**src/rtl/dectape_pkg.sv**
```systemverilog
// dectape_pkg: mark codes, FSM states and word geometry shared by the dectape_rx receiver.
package dectape_pkg;
  localparam logic [5:0] MK_END   = 6'o55;
  localparam logic [5:0] MK_REND  = 6'o22;
  localparam logic [5:0] MK_BLKM  = 6'o26;
  localparam logic [5:0] MK_DATA  = 6'o70;
  localparam logic [5:0] MK_FINAL = 6'o73;
  localparam int LINES_PER_WORD = 12;
  typedef enum logic [2:0] {ST_IDLE, ST_SELECT, ST_ACCEL, ST_RUN, ST_STOP} state_e;
  function automatic logic is_mark(input logic [5:0] w);
    return w inside {MK_END, MK_REND, MK_BLKM, MK_DATA, MK_FINAL};
  endfunction
endpackage

```
**src/rtl/dectape_rx_edge_strobe.sv**
```systemverilog
// dt_edge_strobe: synchronises dt_read, strobes on timing rising edges, measures edge spacing and idle time.
module dt_edge_strobe #(
  parameter logic [23:0] TMO_CYCLES = 24'd600000,
  parameter logic [15:0] EDGE_MAX   = 16'd3300
) (
  input  logic       clk,
  input  logic       reset,
  input  logic       restart,
  input  logic [4:0] dt_read,
  output logic       strobe,
  output logic       mark,
  output logic [2:0] data,
  output logic       gap_ok,
  output logic       timeout
);
  logic [4:0] s1_q, s2_q;
  logic t_q;
  logic [23:0] cnt_q, cnt_d;
  assign strobe  = s2_q[0] & ~t_q;
  assign mark    = s2_q[1];
  assign data    = s2_q[4:2];
  assign gap_ok  = cnt_q <= {8'd0, EDGE_MAX};
  assign timeout = cnt_q >= TMO_CYCLES;
  // Saturates at the timeout so a stalled tape keeps reporting it.
  always_comb cnt_d = (strobe || restart) ? '0 : timeout ? cnt_q : cnt_q + 24'd1;
  always_ff @(posedge clk or negedge reset) begin
    if (!reset) begin
      s1_q  <= '0;
      s2_q  <= '0;
      t_q   <= 1'b0;
      cnt_q <= '0;
    end else begin
      s1_q  <= dt_read;
      s2_q  <= s1_q;
      t_q   <= s2_q[0];
      cnt_q <= cnt_d;
    end
  end
endmodule

```
**src/rtl/dectape_rx.sv**
```systemverilog
// dectape_rx: TU56 motion sequencer and line/mark/word receiver.
// Defining DT_CHECKSUM_EN adds a 6-bit data-region checksum (cksum, cksum_valid).
module dectape_rx
  import dectape_pkg::*;
#(
  parameter logic [23:0] TMO_CYCLES  = 24'd600000,
  parameter logic [15:0] SEL_CYCLES  = 16'd1000,
  parameter logic [7:0]  SPEED_EDGES = 8'd64,
  parameter logic [15:0] EDGE_MAX    = 16'd3300
) (
  input  logic        clk,
  input  logic        reset,
  input  logic        cmd_valid,
  output logic        cmd_ready,
  input  logic [2:0]  cmd_unit,
  input  logic        cmd_rev,
  input  logic        cmd_go,
  output logic [3:0]  dt_select,
  output logic        dt_go,
  output logic        dt_fwd,
  output logic        dt_rev,
  output logic        dt_all_halt,
  input  logic        dt_select_echo,
  input  logic        dt_wrt_echo,
  input  logic [4:0]  dt_read,
  output logic        up_to_speed,
  output logic        mark_valid,
  output logic [5:0]  mark_code,
  output logic        word_valid,
  output logic [35:0] word,
`ifdef DT_CHECKSUM_EN
  output logic [5:0]  cksum,
  output logic        cksum_valid,
`endif
  output logic        err_sel,
  output logic        err_tmo
);
  state_e st_q, st_d;
  logic [3:0] sel_q, sel_d, lcnt_q, lcnt_d;
  logic rev_q, rev_d, go_q, go_d, fwd_q, fwd_d, rpl_q, rpl_d, uts_q, uts_d, halt_q;
  logic mv_q, mv_d, wv_q, wv_d, esel_q, esel_d, etmo_q, etmo_d, in_data_q, in_data_d;
  logic [5:0] mc_q, mc_d, win_q, win_d, win_n;
  logic [35:0] word_q, word_d;
  logic [15:0] scnt_q, scnt_d;
  logic [7:0] spd_q, spd_d;
  logic strobe, mark, gap_ok, timeout, restart, accept, last, unused_ok;
  logic [2:0] data, dv;
`ifdef DT_CHECKSUM_EN
  logic [5:0] ck_q, ck_d;
  logic [2:0] half_q, half_d;
  logic ph_q, ph_d, ckv_q, ckv_d;
  assign cksum       = ck_q;
  assign cksum_valid = ckv_q;
`endif
  dt_edge_strobe #(.TMO_CYCLES(TMO_CYCLES), .EDGE_MAX(EDGE_MAX)) u_edge (
    .clk(clk), .reset(reset), .restart(restart), .dt_read(dt_read),
    .strobe(strobe), .mark(mark), .data(data), .gap_ok(gap_ok), .timeout(timeout)
  );
  assign unused_ok   = dt_wrt_echo;
  assign dv          = rev_q ? ~data : data;
  assign win_n       = {win_q[4:0], mark};
  assign last        = lcnt_q == 4'(LINES_PER_WORD - 1);
  // A timeout or lost echo in RUN pre-empts any command presented that cycle.
  assign cmd_ready   = ~halt_q & (st_q == ST_IDLE || (st_q == ST_RUN && !timeout && dt_select_echo));
  assign accept      = cmd_valid & cmd_ready;
  assign restart     = (st_d == ST_ACCEL && st_q != ST_ACCEL) || (st_d == ST_STOP && st_q != ST_STOP);
  assign dt_select   = sel_q;
  assign dt_go       = go_q;
  assign dt_fwd      = fwd_q;
  assign dt_rev      = rpl_q;
  assign dt_all_halt = halt_q;
  assign up_to_speed = uts_q;
  assign mark_valid  = mv_q;
  assign mark_code   = mc_q;
  assign word_valid  = wv_q;
  assign word        = word_q;
  assign err_sel     = esel_q;
  assign err_tmo     = etmo_q;
  always_comb begin
    st_d = st_q; sel_d = sel_q; rev_d = rev_q; go_d = go_q; uts_d = uts_q;
    fwd_d = 1'b0; rpl_d = 1'b0; mv_d = 1'b0; wv_d = 1'b0; mc_d = mc_q;
    esel_d = accept ? 1'b0 : esel_q;
    etmo_d = accept ? 1'b0 : etmo_q;
    scnt_d = scnt_q; spd_d = spd_q; win_d = win_q; lcnt_d = lcnt_q; word_d = word_q; in_data_d = in_data_q;
`ifdef DT_CHECKSUM_EN
    ck_d = ck_q; half_d = half_q; ph_d = ph_q; ckv_d = 1'b0;
`endif
    case (st_q)
      ST_IDLE: if (accept && cmd_go) begin
        st_d = ST_SELECT; sel_d = {1'b1, cmd_unit}; rev_d = cmd_rev; scnt_d = '0;
      end
      ST_SELECT: if (dt_select_echo) begin
        st_d = ST_ACCEL; go_d = 1'b1; fwd_d = ~rev_q; rpl_d = rev_q;
        spd_d = '0; win_d = '0; in_data_d = 1'b0; lcnt_d = '0;
      end else if (scnt_q == SEL_CYCLES) begin
        st_d = ST_IDLE; sel_d = '0; esel_d = 1'b1;
      end else scnt_d = scnt_q + 16'd1;
      ST_ACCEL, ST_RUN: if (timeout || !dt_select_echo) begin
        st_d = ST_IDLE; sel_d = '0; go_d = 1'b0; uts_d = 1'b0;
        etmo_d = timeout ? 1'b1 : etmo_d;
        esel_d = timeout ? esel_d : 1'b1;
      end else if (st_q == ST_ACCEL) begin
        if (strobe) begin
          spd_d = gap_ok ? spd_q + 8'd1 : '0;
          if (gap_ok && spd_q + 8'd1 == SPEED_EDGES) begin
            st_d = ST_RUN; uts_d = 1'b1;
          end
        end
      end else if (accept && !cmd_go) begin
        st_d = ST_STOP; go_d = 1'b0; uts_d = 1'b0;
      end else if (accept && cmd_rev != rev_q) begin
        st_d = ST_ACCEL; uts_d = 1'b0; rev_d = cmd_rev; fwd_d = ~cmd_rev; rpl_d = cmd_rev;
        spd_d = '0; win_d = '0; in_data_d = 1'b0; lcnt_d = '0;
      end else if (strobe) begin
        win_d = win_n;
        if (is_mark(win_n)) begin
          mv_d = 1'b1; mc_d = win_n; lcnt_d = '0; in_data_d = win_n == MK_DATA;
`ifdef DT_CHECKSUM_EN
          ckv_d = in_data_q && win_n != MK_DATA;
          ck_d = win_n == MK_DATA ? '0 : ck_q;
          ph_d = 1'b0;
`endif
        end else if (in_data_q) begin
          word_d = {word_q[32:0], dv};
          lcnt_d = last ? '0 : lcnt_q + 4'd1;
          wv_d = last;
`ifdef DT_CHECKSUM_EN
          ph_d = ~ph_q; half_d = dv;
          ck_d = ph_q ? ck_q ^ {half_q, dv} : ck_q;
`endif
        end
      end
      ST_STOP: if (timeout) begin
        st_d = ST_IDLE; sel_d = '0;
      end
      default: st_d = ST_IDLE;
    endcase
  end
  always_ff @(posedge clk or negedge reset) begin
    if (!reset) begin
      st_q <= ST_IDLE; sel_q <= '0; rev_q <= 1'b0; go_q <= 1'b0; fwd_q <= 1'b0; rpl_q <= 1'b0;
      halt_q <= 1'b1; uts_q <= 1'b0; mv_q <= 1'b0; mc_q <= '0; wv_q <= 1'b0; word_q <= '0;
      esel_q <= 1'b0; etmo_q <= 1'b0; scnt_q <= '0; spd_q <= '0; win_q <= '0; lcnt_q <= '0;
      in_data_q <= 1'b0;
`ifdef DT_CHECKSUM_EN
      ck_q <= '0; half_q <= '0; ph_q <= 1'b0; ckv_q <= 1'b0;
`endif
    end else begin
      st_q <= st_d; sel_q <= sel_d; rev_q <= rev_d; go_q <= go_d; fwd_q <= fwd_d; rpl_q <= rpl_d;
      halt_q <= 1'b0; uts_q <= uts_d; mv_q <= mv_d; mc_q <= mc_d; wv_q <= wv_d; word_q <= word_d;
      esel_q <= esel_d; etmo_q <= etmo_d; scnt_q <= scnt_d; spd_q <= spd_d; win_q <= win_d;
      lcnt_q <= lcnt_d; in_data_q <= in_data_d;
`ifdef DT_CHECKSUM_EN
      ck_q <= ck_d; half_q <= half_d; ph_q <= ph_d; ckv_q <= ckv_d;
`endif
    end
  end
endmodule

```
**config.mk**
```make
export PLATFORM = sky130hd
export DESIGN_NAME = dectape_rx
export DESIGN_NICKNAME = d
export VERILOG_FILES = /design/src/rtl/dectape_pkg.sv /design/src/rtl/dectape_rx_edge_strobe.sv /design/src/rtl/dectape_rx.sv
export SDC_FILE = /design/constraint.sdc
export NUM_CORES = 1
export LEC_CHECK = 0
export ABC_AREA = 1
export ABC_CLOCK_PERIOD_IN_PS = 2650
export CORE_AREA = 2 2 123 125
export DETAILED_ROUTE_END_ITERATION = 16
export DIE_AREA = 0 0 125 127
export GPL_TIMING_DRIVEN = 1
export HOLD_SLACK_MARGIN = 0.08
export PLACE_DENSITY = 0.75
export SYNTH_ARGS = -nofsm -noshare
export SYNTH_HDL_FRONTEND = slang
export SYNTH_SLANG_ARGS = --single-unit
```
**constraint.sdc**
```tcl
create_clock -name clk -period 2.65 [get_ports clk]
set_input_delay 0.3975 -clock clk [delete_from_list [all_inputs] [get_ports clk]]
set_output_delay 0.3975 -clock clk [all_outputs]
set_load 0.05 [all_outputs]
```
# Yosys cells after proc, flatten, opt, wreduce, memory -nomap -nowiden
# Index checks and enable logic that the tools add are counted.
op_classes:
  n_addsub: 4
  n_lt_le_gt_ge: 2
  n_eq_ne: 39
  mux: 111
  bitwise: 13
  reduce_logical: 34
op_table:
  columns: ["cell", "count"]
  rows:
  - ["2-to-1 mux 1 bit", 56]
  - ["2-to-1 mux 4 bit", 14]
  - ["2-to-1 mux 8 bit", 7]
  - ["2-to-1 mux 16 bit", 3]
  - ["2-to-1 mux 24 bit", 2]
  - ["2-to-1 mux 3 bit", 11]
  - ["case mux 16 bit (2 select lines)", 1]
  - ["2-to-1 mux 5 bit", 6]
  - ["adder 24 x 1 -> 24 bit, second input constant", 1]
  - ["greater-or-equal comparator 24 x 20 -> 1 bit, second input constant", 1]
  - ["less-or-equal comparator 24 x 12 -> 1 bit, second input constant", 1]
  - ["AND reduction 6 bit", 4]
  - ["AND reduction 7 bit", 3]
  - ["inequality test 2 bit, second input constant", 10]
  - ["== test 6 bit, second input constant", 3]
  - ["inequality test 3 bit, second input constant", 6]
  - ["adder 16 x 1 -> 16 bit, second input constant", 1]
  - ["== test 16 x 10 -> 1 bit, second input constant", 1]
  - ["case mux 4 bit (4 select lines)", 1]
  - ["case mux 8 bit (2 select lines)", 1]
  - ["inequality test 3 x 2 -> 1 bit, second input constant", 5]
  - ["== test 6 x 5 -> 1 bit, second input constant", 2]
  - ["case mux 1 bit (2 select lines)", 6]
  - ["case mux 3 bit (4 select lines)", 1]
  - ["25 further kinds", 56]
word_totals:
  register_bits: 128
  in_bits: 15
  wordCells: 226

# Depth between registers and ports, before layout
logic_depth:
  word_depth: 18
  ltp_mapped: 17
  depth_no_buf: 16

# Cells and area by module
# A second synthesis with hierarchy kept.
unflattened:
  hier_cells: 808
  hier_area_um2: 6582.6
modules_own_cells:
  columns: ["module", "instances", "cells_per_inst", "area_each_um2"]
  rows:
  - ["dectape_rx", 1, 556, 4658.2]
  - ["dt_edge_strobe", 1, 252, 1924.3]

# Worst setup path after synthesis
# OpenSTA, ideal clock, no wires.
synth_path:
  path_kind: "reg2out"
  from: "register u_edge.cnt_q[11]"
  to: "output port cmd_ready"
  arrival_ps: 1776
  required_time_ps: 2253
  setup_slack_ps: 477
  path_stages_with_launch: 7
  n_path_buf: 1
  cell_sequence: "dfrtp_1 -> buf_6 -> o21ai_2 -> nand2_1 -> a21oi_4 -> nand4_4 -> a21oi_1"
synth_between:
  elab_chain_cells: 6
synth_lines:
  columns: ["item", "line_no", "rtl"]
  rows:
  - ["from (decl)", "dectape_rx_edge_strobe.sv:18", "logic [23:0] cnt_q, cnt_d;"]
  - ["from (signal assigned)", "dectape_rx_edge_strobe.sv:36", "cnt_q <= cnt_d;"]
  - ["greater-or-equal comparator 24 x 20 -> 1 bit", "dectape_rx_edge_strobe.sv:23", "assign timeout = cnt_q >= TMO_CYCLES;"]
  - ["logical NOT 1 bit", "dectape_rx.sv:64", "assign cmd_ready = ~halt_q & (st_q == ST_IDLE || (st_q == ST_RUN && !timeout && dt_select_echo));"]
  - ["logical AND 1 bit (2 in series)", "dectape_rx.sv:64", null]
  - ["logical OR 1 bit", "dectape_rx.sv:64", null]
  - ["AND 1 bit", "dectape_rx.sv:64", null]
  - ["to (decl)", "dectape_rx.sv:14", "output logic cmd_ready,"]
# No other way between the ends.

# Worst setup path after layout
layout_path:
  from: "register u_edge.cnt_q[22]"
  to: "register u_edge.cnt_q[1]"
layout_between:
  elab_chain_cells: 18
  elab_cells_between_ends: 30
  classes_between: "2 x order compare; 3 x eq/ne; 10 x mux; 2 x bitwise; 13 x reduce/logical"
layout_lines:
  columns: ["item", "line_no", "rtl"]
  rows:
  - ["greater-or-equal comparator 24 x 20 -> 1 bit", "dectape_rx_edge_strobe.sv:23", null]
  - ["logical NOT 1 bit", "dectape_rx.sv:64", null]
  - ["logical AND 1 bit (2 in series)", "dectape_rx.sv:64", null]
  - ["logical OR 1 bit", "dectape_rx.sv:64", null]
  - ["AND 1 bit", "dectape_rx.sv:64", null]
  - ["AND 1 bit", "dectape_rx.sv:65", "assign accept = cmd_valid & cmd_ready;"]
  - ["logical AND 1 bit", "dectape_rx.sv:111", "end else if (accept && cmd_rev != rev_q) begin"]
  - ["2-to-1 mux 3 bit", "dectape_rx.sv:111", null]
  - ["2-to-1 mux 3 bit", "dectape_rx.sv:109", "end else if (accept && !cmd_go) begin"]
  - ["2-to-1 mux 3 bit", "dectape_rx.sv:102", "end else if (st_q == ST_ACCEL) begin"]
  - ["2-to-1 mux 3 bit", "dectape_rx.sv:98", "ST_ACCEL, ST_RUN: if (timeout || !dt_select_echo) begin"]
  - ["case mux 3 bit (4 select lines)", "dectape_rx.sv:88", "case (st_q)"]
  - ["== test 3 x 2 -> 1 bit or == test 3 bit (tied branches)", "dectape_rx.sv:66", "assign restart = (st_d == ST_ACCEL && st_q != ST_ACCEL) || (st_d == ST_STOP && st_q != ST_STOP);"]
  - ["logical AND 1 bit", "dectape_rx.sv:66", null]
  - ["logical OR 1 bit", "dectape_rx.sv:66", null]
  - ["logical OR 1 bit", "dectape_rx_edge_strobe.sv:25", "always_comb cnt_d = (strobe || restart) ? '0 : timeout ? cnt_q : cnt_q + 24'd1;"]
  - ["inequality test 2 x 1 -> 1 bit (no source line) or 2-to-1 mux 24 bit (tied branches)", null, null]
# Parallel ways exist; a longest one is shown, timed or not.
# A chain may end at the register's enable or synchronous reset.

==> out/qor.yml <==
place.gp.congestion: 0.891
synthToLayoutAreaGrowth_pct: 24.0
grt_pass1_vias: 4974
synth_edf_count: 0
yosysSeqAreaShare_pct: 50.0
rsz0062_at_grt: "false"
cts.sinks: 128
vdd_ir_drop_max_mv: 0.581
period_share_pct: 92.6
period_needed_ns: 2.45
grt_pass1_wl_microns: 23800
hpwl_microns: 9540
die_area_sq_um: 15900
dieHeight_microns: 127
clk_latency_ns: 0.43
placed_area_sq_um: 7350
core_sq_um: 14400
critical_path.top_delay_family: "simple AND/OR/NAND/NOR gates"
comb_power_share_pct: 27.1
relSlewSlack_pct: 63.0
final_antenna_net_count: 0
numCtsBuffers: 17
setup_ws_ns: 0.197
insertedDiodeCount: 0
cp_num_buf_inv: 2
synth.avg_cell_area_sq_um: 8.81
p_seq_share_pct: 35.8
r2r_cells: 15
postRouteWirelength_microns: 13600
hold_viol_final: 0
htree_levels: 4
grt_max_degree: 41
dr_wl_met2_microns: 6480
synth.area.top_cells: "dfrtp_1 50%, nand2_1 11%, nand3_1 5.1%, inv_1 4.0%, nor2_4 4.0%"
ys.flop_type: "dfrtp_1"
yosysUniqueCellTypes: 46
cp.arrival_ns: 2.76
slew_violations: 0
drive_gt1_share_pct: 13.0
highest_layer: "met4"
cts_root_buf: "clkbuf_16"
fmax_mhz: 408
syn_inst: 728
sw_frac_of_total_pct: 34.5
yosysWarnings: 0
power_switching_mw: 2.18
track_usage_pct: 18.5
final_area_sq_um: 7950
internal_power_mw: 4.13
worstSetupPathType: "reg -> reg"
rows: 44
synth_nets: 750
io-pin-count: 71
regToRegStartpoint: "u_edge.cnt_q[22]$_DFFE_PN0P_"
fin_cells: 1009
synthArstFlopShare_pct: 100
vias: 5000
timing.critical_path.cells: "nor2_1, nand2_1, nor2_2, nand3_2, nand4_4, nand2_4, nand3_4, nor2_4, nand2_4, nand2_4, inv_2, nand4_2, nand2_4, buf_4, nor2_1"
cts_tree: "built"
wl_per_cell_microns: 13.5
hold_depth: 0
wl_met3_microns: 455
final_nets: 834
finalPower_mw: 6.31
p_clk_share_pct: 37.1
reg2reg_to: "u_edge.cnt_q[1]$_DFFE_PN0P_"
yosys_register_bits: 128
synth_top_area_share_pct: 49.6
detail_route.vias_per_cell: 4.96
cp_slowest_cell: "dfrtp_1"
placedCellCount: 976
synth_commonest_cells: "183 x nand2_1, 127 x dfrtp_1, 69 x inv_1"
holdPathEnd: "u_edge.s2_q[3]$_DFF_PN0_"
skew_ns: 0.00891
crit_required_ns: 2.96
hold_start: "u_edge.s1_q[3]$_DFF_PN0_"
drt_iter0_markers: 374
max_slew.worst_pin.slew_ns: 0.553
syn-cell-area_sq_um: 6410
die_width_microns: 125
end_kind: "register"
drcViolationCount: 0
portBuffers: 69
yosysMostFrequentCell: "nand2_1"
clock_path_buffers: 2
worstPathMaxFanout: 13
clk_pin_slew_ns: 0.05
p_leak_nw: 3.62
drt-met1-wl_microns: 6350
critPathMaxStageDelay_ns: 0.38
yosysTopAreaCell: "dfrtp_1"
place_ws_ns: 0.208
rrSetupSlack_ns: 0.20
hold_class: "reg -> reg"
antenna_found_initial: 0
path_common_cell: "nand2_4"
post_cts_buffers: 0
p_per_area_nw_per_um2: 793
start_util_pct: 44.5
grt.overflow.total: 0
cp-start-kind: "register"
status: "finished clean"
max-cap-violations: 0
first_pass_iters: 5
fin_tns_setup_ns: 0
setup_viol: 0
## cells by family after synthesis
family,share of synthesized area [%]
AOI/OAI and AO/OA,7.14
xor gates and xnor gates,3.55
DFF,50.0
other,0.0585
buffers and inverters,6.40
and+or+nand+nor,31.5
adders and majority gates,1.37
## cell type report
cell class,count,area [sq um]
fillers,1269,6470
flip-flops and latches,128,3200
multi-input cells,506,2800
repair buffers,81,828
clock buffers,22,454
inverters,78,295
well taps,184,230
clock inverters,10,135
## sequential cells by signal, summed over array words and instances (netlist names), 5 cells and up
signal        cells
u_edge.cnt_q     24
scnt_q           16
u_edge.s1_q       5
u_edge.s2_q       5
win_q             5
spd_q             8
mark_code         6
word             36
## per-layer routing
metal,track usage (%),vias to the layer above
met5,0,-
met4,7.39,0
met3,5.07,23
met2,29.6,79
met1,24.2,2365
li1,-,2533
## timing repair
action | in CTS | in global routing
hold buffers | 1 | 0
hold endpoints to repair | 37 | 0
endpoints found under the setup margin | 0 | 5
resized for setup | 0 | 1
## worst max path at each step
stage	slack, ns	depth (start not counted)	startpoint	endpoint
CTS	0.19	13	u_edge.cnt_q[22]$_DFFE_PN0P_	word[32]$_DFFE_PN0P_
global route	0.02	15	u_edge.cnt_q[20]$_DFFE_PN0P_	u_edge.cnt_q[3]$_DFFE_PN0P_
finish	0.20	15	u_edge.cnt_q[22]$_DFFE_PN0P_	u_edge.cnt_q[1]$_DFFE_PN0P_
floorplan	0.48	6	u_edge.cnt_q[11]$_DFFE_PN0P_	cmd_ready
detailed placement	0.21	12	dt_select_echo	lcnt_q[3]$_DFFE_PN0P_
global placement	0.23	12	dt_select_echo	u_edge.cnt_q[3]$_DFFE_PN0P_
## cell usage in the layout, fill, tap and decap left out, types with 11 or more instances in the layout
| cell | Yosys | final |
|---|---|---|
| clkbuf_16 | 0 | 17 |
| clkdlybuf4s50_1 | 0 | 67 |
| dfrtp_1 | 127 | 127 |
| inv_1 | 69 | 69 |
| nand2_1 | 183 | 183 |
| nand3_1 | 65 | 65 |
| nand4_1 | 11 | 11 |
| nor2_1 | 56 | 56 |
| nor2_4 | 23 | 23 |
| nor3_1 | 19 | 18 |
| o21ai_0 | 30 | 30 |
| o21ai_1 | 16 | 16 |
| xor2_1 | 17 | 17 |
## power groups by stage
stage,Sequential (mW),Clock (mW),Combinational [mW]
after floorplan,2.37,0,1.17
after global placement,2.28,0,1.67
after detailed placement,2.28,0,1.70
after CTS,2.25,2.38,1.71
after global routing,2.28,2.48,1.89
final,2.25,2.34,1.71
## metrics by stage
stage / hold WS, ns / util (%)
floorplan: 0.102 / -
global placement: 0.334 / 50.9
detailed placement: 0.335 / 50.9
CTS: 0.347 / 55.1
global route: 0.352 / 55.1
finish: 0.347 / 55.1
Power figures use the tool's default switching activity.
